<file path="src/rtl/instruction_fetch_queue.sv">
// Fetch stage: owns the fetch PC, issues in-order memory reads under a credit limit,
// and buffers returned instructions with their PC+PC_INC for decode.
module instruction_fetch_queue #(
    parameter int                ADDR_W   = 16,
    parameter int                DATA_W   = 16,
    parameter int                DEPTH    = 4,
    parameter int                MAX_OUT  = 2,
    parameter logic [ADDR_W-1:0] RESET_PC = '0,
    parameter int                PC_INC   = 1
) (
    input  logic              clk,
    input  logic              reset,
    input  logic [ADDR_W-1:0] target_bp,
    input  logic              target_en_bp,
    output logic [ADDR_W-1:0] next_program_counter_if_to_bp,
    output logic              mem_req_valid,
    input  logic              mem_req_ready,
    output logic [ADDR_W-1:0] address_to_memory,
    input  logic              mem_rsp_valid,
    input  logic [DATA_W-1:0] data_from_memory,
    output logic              instr_valid,
    input  logic              instr_ready,
    output logic [DATA_W-1:0] instruction_if,
    output logic [ADDR_W-1:0] next_program_counter_if
);

    localparam int PTR_W = (DEPTH > 1) ? $clog2(DEPTH) : 1;
    localparam int CNT_W = $clog2(DEPTH + 1);
    localparam int OUT_W = $clog2(MAX_OUT + 1);
    localparam int TAG_W = (MAX_OUT > 1) ? $clog2(MAX_OUT) : 1;
    localparam int SUM_W = ((CNT_W > OUT_W) ? CNT_W : OUT_W) + 1;

    localparam logic [ADDR_W-1:0] INC_C      = ADDR_W'(PC_INC);
    localparam logic [OUT_W-1:0]  MAX_OUT_C  = OUT_W'(MAX_OUT);
    localparam logic [SUM_W-1:0]  DEPTH_C    = SUM_W'(DEPTH);
    localparam logic [TAG_W-1:0]  TAG_LAST_C = TAG_W'(MAX_OUT - 1);

    // Tag FIFO depth need not be a power of two, so wrap explicitly.
    function automatic logic [TAG_W-1:0] tag_next(input logic [TAG_W-1:0] ptr);
        return (ptr == TAG_LAST_C) ? {TAG_W{1'b0}} : ptr + TAG_W'(1);
    endfunction

    logic [ADDR_W-1:0] fetch_pc_r;
    logic [CNT_W-1:0]  count_r;
    logic [OUT_W-1:0]  outstanding_r;
    logic [OUT_W-1:0]  drop_cnt_r;
    logic [PTR_W-1:0]  rd_ptr_r;
    logic [PTR_W-1:0]  wr_ptr_r;
    logic [TAG_W-1:0]  tag_rd_r;
    logic [TAG_W-1:0]  tag_wr_r;
    logic [DATA_W-1:0] data_mem_r [DEPTH];
    logic [ADDR_W-1:0] pc_mem_r   [DEPTH];
    logic [ADDR_W-1:0] tag_mem_r  [MAX_OUT];

    logic [SUM_W-1:0]  occupancy_s;
    logic              issue_s;
    logic              push_s;
    logic              pop_s;

    // Credit check, handshakes and head-of-queue presentation.
    always_comb begin
        occupancy_s   = SUM_W'(count_r) + SUM_W'(outstanding_r);
        mem_req_valid = !reset && !target_en_bp && (outstanding_r < MAX_OUT_C)
                        && (occupancy_s < DEPTH_C);
        issue_s       = mem_req_valid && mem_req_ready;
        instr_valid   = !reset && (count_r != {CNT_W{1'b0}});
        pop_s         = instr_valid && instr_ready && !target_en_bp;
        push_s        = mem_rsp_valid && (drop_cnt_r == {OUT_W{1'b0}}) && !target_en_bp;
        address_to_memory             = fetch_pc_r;
        next_program_counter_if_to_bp = fetch_pc_r + INC_C;
        if (instr_valid) begin
            instruction_if          = data_mem_r[rd_ptr_r];
            next_program_counter_if = pc_mem_r[rd_ptr_r];
        end else begin
            instruction_if          = {DATA_W{1'b0}};
            next_program_counter_if = {ADDR_W{1'b0}};
        end
    end

    // Control state: fetch PC, credit counters, drop counter and queue pointers.
    always_ff @(posedge clk) begin
        if (reset) begin
            fetch_pc_r    <= RESET_PC;
            count_r       <= {CNT_W{1'b0}};
            outstanding_r <= {OUT_W{1'b0}};
            drop_cnt_r    <= {OUT_W{1'b0}};
            rd_ptr_r      <= {PTR_W{1'b0}};
            wr_ptr_r      <= {PTR_W{1'b0}};
            tag_rd_r      <= {TAG_W{1'b0}};
            tag_wr_r      <= {TAG_W{1'b0}};
        end else begin
            if (target_en_bp) begin
                fetch_pc_r <= target_bp;
            end else if (issue_s) begin
                fetch_pc_r <= fetch_pc_r + INC_C;
            end
            outstanding_r <= outstanding_r + OUT_W'(issue_s) - OUT_W'(mem_rsp_valid);
            // Everything still in flight after a redirect belongs to the old path.
            if (target_en_bp) begin
                drop_cnt_r <= outstanding_r - OUT_W'(mem_rsp_valid);
            end else if (mem_rsp_valid && (drop_cnt_r != {OUT_W{1'b0}})) begin
                drop_cnt_r <= drop_cnt_r - OUT_W'(1);
            end
            if (issue_s) begin
                tag_wr_r <= tag_next(tag_wr_r);
            end
            if (mem_rsp_valid) begin
                tag_rd_r <= tag_next(tag_rd_r);
            end
            if (target_en_bp) begin
                count_r  <= {CNT_W{1'b0}};
                rd_ptr_r <= {PTR_W{1'b0}};
                wr_ptr_r <= {PTR_W{1'b0}};
            end else begin
                count_r <= count_r + CNT_W'(push_s) - CNT_W'(pop_s);
                if (push_s) begin
                    wr_ptr_r <= wr_ptr_r + PTR_W'(1);
                end
                if (pop_s) begin
                    rd_ptr_r <= rd_ptr_r + PTR_W'(1);
                end
            end
        end
    end

    // Storage arrays; contents are only meaningful where the pointers say so.
    always_ff @(posedge clk) begin
        if (issue_s) begin
            tag_mem_r[tag_wr_r] <= fetch_pc_r + INC_C;
        end
        if (push_s) begin
            data_mem_r[wr_ptr_r] <= data_from_memory;
            pc_mem_r[wr_ptr_r]   <= tag_mem_r[tag_rd_r];
        end
    end

endmodule

</file>
<file path="config.mk">
export PLATFORM = sky130hd
export DESIGN_NAME = instruction_fetch_queue
export DESIGN_NICKNAME = d
export VERILOG_FILES = /design/src/rtl/instruction_fetch_queue.sv
export SDC_FILE = /design/constraint.sdc
export NUM_CORES = 1
export LEC_CHECK = 0
export CORE_MARGIN = 8
export CORE_UTILIZATION = 30
export DETAILED_ROUTE_END_ITERATION = 8
export HOLD_SLACK_MARGIN = 0.05
export PLACE_DENSITY_LB_ADDON = 0.25
export RECOVER_POWER = 100
export SLEW_MARGIN = 20
export SYNTH_ARGS = -nofsm -noshare
export SYNTH_HDL_FRONTEND = slang
export SYNTH_SLANG_ARGS = --single-unit
export TNS_END_PERCENT = 1
</file>
<file path="constraint.sdc">
create_clock -name clk -period 2.2 [get_ports clk]
set_input_delay 0.44 -clock clk [delete_from_list [all_inputs] [get_ports clk]]
set_output_delay 0.44 -clock clk [all_outputs]
set_load 0.02 [all_outputs]
</file>
==> flow_summary.ini, run 1 <==
[outcome]
status = finished with violations
violations = negative setup slack

[worst_setup_path]
reg2reg_setup_slack_ns = -0.03
worst-path-max-fanout = 6
r2r-start = count_r[2]
critical_path_required_ns = 1.76
cp.arrival_ns = 1.99
end_kind = primary output
crit_type = register to primary output
r2r-end = count_r[2]
start_kind = register
worstRegToRegCells = 9

[layout]
num_antenna_cells = 0
drive_above_1_share_pct = 36.35
finalNetCount = 723
synthToLayoutAreaGrowth_pct = 37.65
final_util_pct = 41.81
fillers = 2348

[detailed_routing]
drt-initial-drc-count = 295
post-route-drc-count = 0
ant_nets = 0
drt-pass1-iter-count = 4
drt-wirelength-per-cell_um = 18.18
vias = 4777
drt-total-wl_mm = 18.54
via_per_inst = 4.683

[floorplanning]
initial_core_util_pct = 30.37
dieArea_um2 = 31670
die_w_um = 178.0
core_area_um2 = 25910
ios = 104
fp.dieH_um = 178.0
std_cell_rows = 59

[global_routing]
grt-ovfl-total = 0
grt_max_degree = 35
grt_pass1_vias = 5279
antenna_found_initial = 0
track_usage_pct = 12.09
grt_pass1_wl_mm = 29.54

[worst_hold_path]
hold_path_end = wr_ptr_r[1]
hp-start = wr_ptr_r[1]
hold_path_class = register to register
worstHoldPathCells = 2

[logic_synthesis]
yosys.cell_count.top_type = edfxtp_1
synth-async-reset-ratio_pct = 0
syn_inst = 481
synth-seq-cells = 192
synth_edf_count = 160
syn_area_um2 = 7870
synth_ff_type = edfxtp_1
synth_commonest_cells = 160 x edfxtp_1, 39 x and3_1, 32 x dfxtp_1, 32 x mux4_2
avgSynthCellArea_um2 = 16.36
ys_seq_area_share_pct = 69.19
synth.area.top_cells = edfxtp_1 61%, mux4_2 9.2%, dfxtp_1 8.1%
netlist.area_leader.share_pct = 61.05
yosysTopAreaCell = edfxtp_1
syn_nets = 532
ys_types = 45
synth_warnings = 0

[pwr]
ir_drop_v = 0.0004181
cellPowerDensity_nw_per_um2 = 735.3
p_leak_nw = 3.952

[timing]
slew_viol_final = 0
tightest_slew_ns = 0.9216
skew_ns = 0.01085
min_period_over_period_pct = 110.5
finalSetupTns_ns = -6.702
min_period_ns = 2.430
finalWorstSetupSlack_ns = -0.2305
fmax_mhz = 411.4
setup_viol = 48
maxSlewHeadroom_pct = 38.56
hold_viol = 0
rsz0062_at_grt = true

[cts]
htree_levels = 4
clkTransAtPathRegs_ns = 0.07
cts_num_sinks = 192
cts_tree = built
cts_max_path_buffers = 2
root_buffer = clkbuf_16
cts-buffers-inserted = 17
clkLatencyLatePin_ns = 0.43

[placement]
place_ws_ns = -0.4543
dp_hpwl_mm = 12.69
gp_congestion = 0.8064
io_buffers = 103

[job]
drv_cap = 0
sequential cells by signal, indices dropped and copies added (netlist names), named ones only:
name               cells
count_r                3
tag_rd_r               1
pc_mem_r              64
data_mem_r            64
tag_wr_r               1
rd_ptr_r               2
outstanding_r          2
wr_ptr_r               2
tag_mem_r             32
drop_cnt_r             2
address_to_memory     16
where the power goes:
group	switching (mW)	total, mW	internal (mW)
clock	1.43	3.05	1.62
combinational	0.428	0.814	0.386
sequential	0.0468	4.10	4.05
layout make-up:
| type | count | area (µm²) | share of cell area (%) |
|---|---|---|---|
| timing repair buffer | 200 | 1809 | 16.70 |
| clock inverter | 15 | 171.4 | 1.582 |
| inverter | 18 | 67.56 | 0.6237 |
| tap | 335 | 419.2 | 3.869 |
| multi-input combinational | 243 | 2485 | 22.94 |
| sequential | 192 | 5455 | 50.36 |
| clock buffer | 17 | 425.4 | 3.927 |
worst max path at each step:
stage,start,end,slack [ns],cells past startpoint
after detailed placement,reset,count_r[2],-0.45,10
after global routing,address_to_memory[1],next_program_counter_if_to_bp[11],-0.32,6
final,register,next_program_counter_if[6],-0.23,6
after CTS,register,next_program_counter_if[8],-0.30,6
after global placement,reset,next_program_counter_if[15],-0.40,5
after floorplan,address_to_memory[0],next_program_counter_if_to_bp[10],-0.14,4
per-layer routing:
layer / track usage [%] / share of wire [%] / wire (µm)
met5: 0 / 0 / 0
met4: 3.369 / 0.86 / 159
met2: 20.06 / 49 / 9161
met3: 3.064 / 4.9 / 914
met1: 15.41 / 45 / 8306
stage by stage:
step	hold WS [ns]	cells	power, mW	cell area [µm²]
CTS	0.5218	1019	8.123	10990
global route	0.5567	1020	8.276	10830
floorplan	0.4692	481	4.566	7873
global placement	0.4807	977	5.002	10020
finish	0.5198	1020	7.966	10830
detailed placement	0.5111	977	5.020	10020
cells in the final DEF, fill, tap and decap left out, types with 6 or more instances in the layout:
master,instances
clkbuf_4,11
buf_4,63
nand3_1,7
ha_1,10
inv_1,18
clkdlybuf4s50_1,24
dlygate4sd3_1,29
clkbuf_1,12
xor2_1,7
nor2_1,17
and3_1,19
buf_12,7
mux4_2,32
dfxtp_1,26
and2_0,6
a31oi_1,6
clkbuf_16,17
a21oi_1,8
xnor2_1,14
edfxtp_1,160
nand2_1,18
buf_6,25
and3_4,20
mux2_1,16
buf_2,18
kinds of logic (layout without fill, tap and decap cells):
| kind of cell | Yosys count | count (layout) | synth area share, % |
|---|---|---|---|
| compound gates | 43 | 43 | 3.975 |
| flops | 192 | 192 | 69.19 |
| mux | 48 | 48 | 11.45 |
| buf+inv | 46 | 250 | 2.337 |
| fa+ha+maj | 13 | 13 | 2.162 |
| simple gates | 115 | 115 | 8.219 |
| xor+xnor | 24 | 24 | 2.671 |
worst max-delay path, stage by stage (launching register included):
cell,delay (ns)
dfxtp_4,0.40
buf_12,0.12
buf_12,0.11
buf_16,0.13
mux4_2,0.49
and3_4,0.19
buf_6,0.12
repair_timing:
item / in CTS / in global routing
setup endpoints to repair: 50 / 72
buffers inserted: 6 / 1
resized for setup: 284 / 26
pin swaps: 14 / 4
gates cloned: 4 / 0
hold buffers: 0 / 0
Note: power is estimated with default switching activity, not from simulation.
==> inputs of run 2 (changes only) <==
--- a/config.mk
+++ b/config.mk
@@ -11,7 +11,6 @@
 export HOLD_SLACK_MARGIN = 0.05
 export PLACE_DENSITY_LB_ADDON = 0.25
 export RECOVER_POWER = 100
-export SLEW_MARGIN = 20
 export SYNTH_ARGS = -nofsm -noshare
 export SYNTH_HDL_FRONTEND = slang
 export SYNTH_SLANG_ARGS = --single-unit
==> results of run 2 <==
Final layout, timing and power as in run 1 (identical DEF).
==> inputs of run 3 (changes only) <==
--- a/config.mk
+++ b/config.mk
@@ -8,6 +8,7 @@
 export CORE_MARGIN = 8
 export CORE_UTILIZATION = 30
 export DETAILED_ROUTE_END_ITERATION = 8
+export DONT_BUFFER_PORTS = 1
 export HOLD_SLACK_MARGIN = 0.05
 export PLACE_DENSITY_LB_ADDON = 0.25
 export RECOVER_POWER = 100
==> run 3 against run 2 <==
  * The flow still finishes with violations (negative setup slack)
  * Clock power fell by 1%
  * Global-route usage is 0.11 points lower
  * Wire length is essentially flat
  * Register-to-register slack gained 0.03 ns
  * Largest power group unchanged
==> flow_summary.ini, run 3 (same netlist as run 1, synthesis figures left out) <==
[detailed_routing]
drt-initial-drc-count = 236
vias = 4331
drt-wirelength-per-cell_um = 20.47
ant_nets = 0
drt-pass1-iter-count = 4
via_per_inst = 4.786
drt-total-wl_mm = 18.52
post-route-drc-count = 0

[timing]
fmax_mhz = 422.7
skew_ns = 0.009420
slew_viol_final = 0
min_period_ns = 2.366
finalWorstSetupSlack_ns = -0.1658
hold_viol = 0
min_period_over_period_pct = 107.5
maxSlewHeadroom_pct = 36.84
tightest_slew_ns = 0.9474
setup_viol = 37
rsz0062_at_grt = true

[cts]
cts-buffers-inserted = 17
htree_levels = 4
clkLatencyLatePin_ns = 0.43
cts_tree = built
cts_num_sinks = 192
clkTransAtPathRegs_ns = 0.07
cts_max_path_buffers = 2
root_buffer = clkbuf_16

[layout]
fillers = 2387
top_regs = data_mem_r x64, pc_mem_r x64, tag_mem_r x32
seq_area_um2 = 5461
synthToLayoutAreaGrowth_pct = 27.33
final_util_pct = 38.67
fin_area_um2 = 10020
drive_above_1_share_pct = 38.95
num_antenna_cells = 0
final_cell_mix = 160 x edfxtp_1, 41 x buf_4, 32 x mux4_2
layout.cells.non_filler = 905
final_common_cell = edfxtp_1
finalNetCount = 608
multi_input_area_um2 = 2561

[floorplanning]
fp.dieH_um = 178.0
core_area_um2 = 25910
die_w_um = 178.0
ios = 104
dieArea_um2 = 31670
std_cell_rows = 59
initial_core_util_pct = 30.37

[worst_setup_path]
end_kind = primary output
cp.arrival_ns = 1.93
crit_type = register to primary output
r2r-start = count_r[2]
start_kind = register
r2r-end = count_r[2]
critical_path_required_ns = 1.76
reg2reg_setup_slack_ns = 0
worst-path-max-fanout = 6
worstRegToRegCells = 9

[placement]
io_buffers = 0
place_inst = 863
place_area_um2 = 8859
dp_hpwl_mm = 11.67
gp_congestion = 0.7658

[job]
drv_cap = 0

[pwr]
cellPowerDensity_nw_per_um2 = 776.8
ir_drop_v = 0.0003387
p_leak_nw = 3.480

[global_routing]
grt_pass1_wl_mm = 28.34
grt_max_degree = 35
grt_pass1_vias = 4826
antenna_found_initial = 0
grt-ovfl-total = 0
track_usage_pct = 11.98

[outcome]
status = finished with violations
violations = negative setup slack

[worst_hold_path]
worstHoldPathCells = 1
hp-start = reset
hold_path_class = input pin to register
hold_path_end = address_to_memory[1]
==> run 3: area by class of cell <==
| type | count | share of cell area (%) |
|---|---|---|
| Tap cell | 335 | 4.183 |
| Clock inverter | 15 | 1.536 |
| Timing Repair Buffer | 85 | 9.302 |
| Clock buffer | 17 | 4.245 |
| Multi-Input combinational cell | 243 | 25.56 |
| Inverter | 18 | 0.6742 |
| Sequential cell | 192 | 54.50 |
==> run 3: critical path, stage by stage (launching register included) <==
cell and delay (ns):
dfxtp_2 0.34, buf_6 0.14, nand4_1 0.11, buf_6 0.15, or4_4 0.45, xnor2_2 0.15
buf_6 0.15
==> run 3: routing by layer <==
metal	vias up	wire (µm)	GRT usage, %
li1	2019	-	-
met3	12	1109	3.638
met4	0	223	4.446
met5	-	0	0
met1	2200	7920	14.34
met2	100	9271	20.03
==> run 3: worst max-delay path by stage <==
stage | startpoint | endpoint | cells past startpoint
after CTS | register | next_program_counter_if[14] | 5
after detailed placement | count_r[2] | count_r[2] | 9
after global routing | address_to_memory[1] | next_program_counter_if_to_bp[14] | 5
final | address_to_memory[0] | next_program_counter_if_to_bp[11] | 6
after floorplan | address_to_memory[0] | next_program_counter_if_to_bp[10] | 4
after global placement | count_r[2] | count_r[2] | 9
==> run 3: through the flow <==
stage	TNS (ns)	power, mW	hold WS [ns]	setup WS [ns]
final	-3.559	7.784	0.07644	-0.1658
after CTS	-6.078	7.881	0.05020	-0.1967
after floorplan	-0.4803	4.566	0.4692	-0.1426
after global routing	-6.801	8.067	0.05124	-0.2598
after detailed placement	-0.08228	4.797	0.5005	-0.08228
after global placement	0	4.776	0.4875	0.01793
==> run 3: repair_timing <==
action / CTS / global route
cloned: 3 / 0
pin swaps: 5 / 6
setup endpoints to repair: 45 / 45
endpoints found under the hold margin: 9 / 0
buffers inserted: 6 / 0
resized for setup: 80 / 29
hold buffers: 1 / 0
==> run 3: where the power goes <==
| group | switching, mW | internal, mW | leakage [nW] |
|---|---|---|---|
| registers | 0.0615 | 4.05 | 1.72 |
| clock network | 1.49 | 1.52 | 0.279 |
| logic | 0.374 | 0.283 | 1.48 |
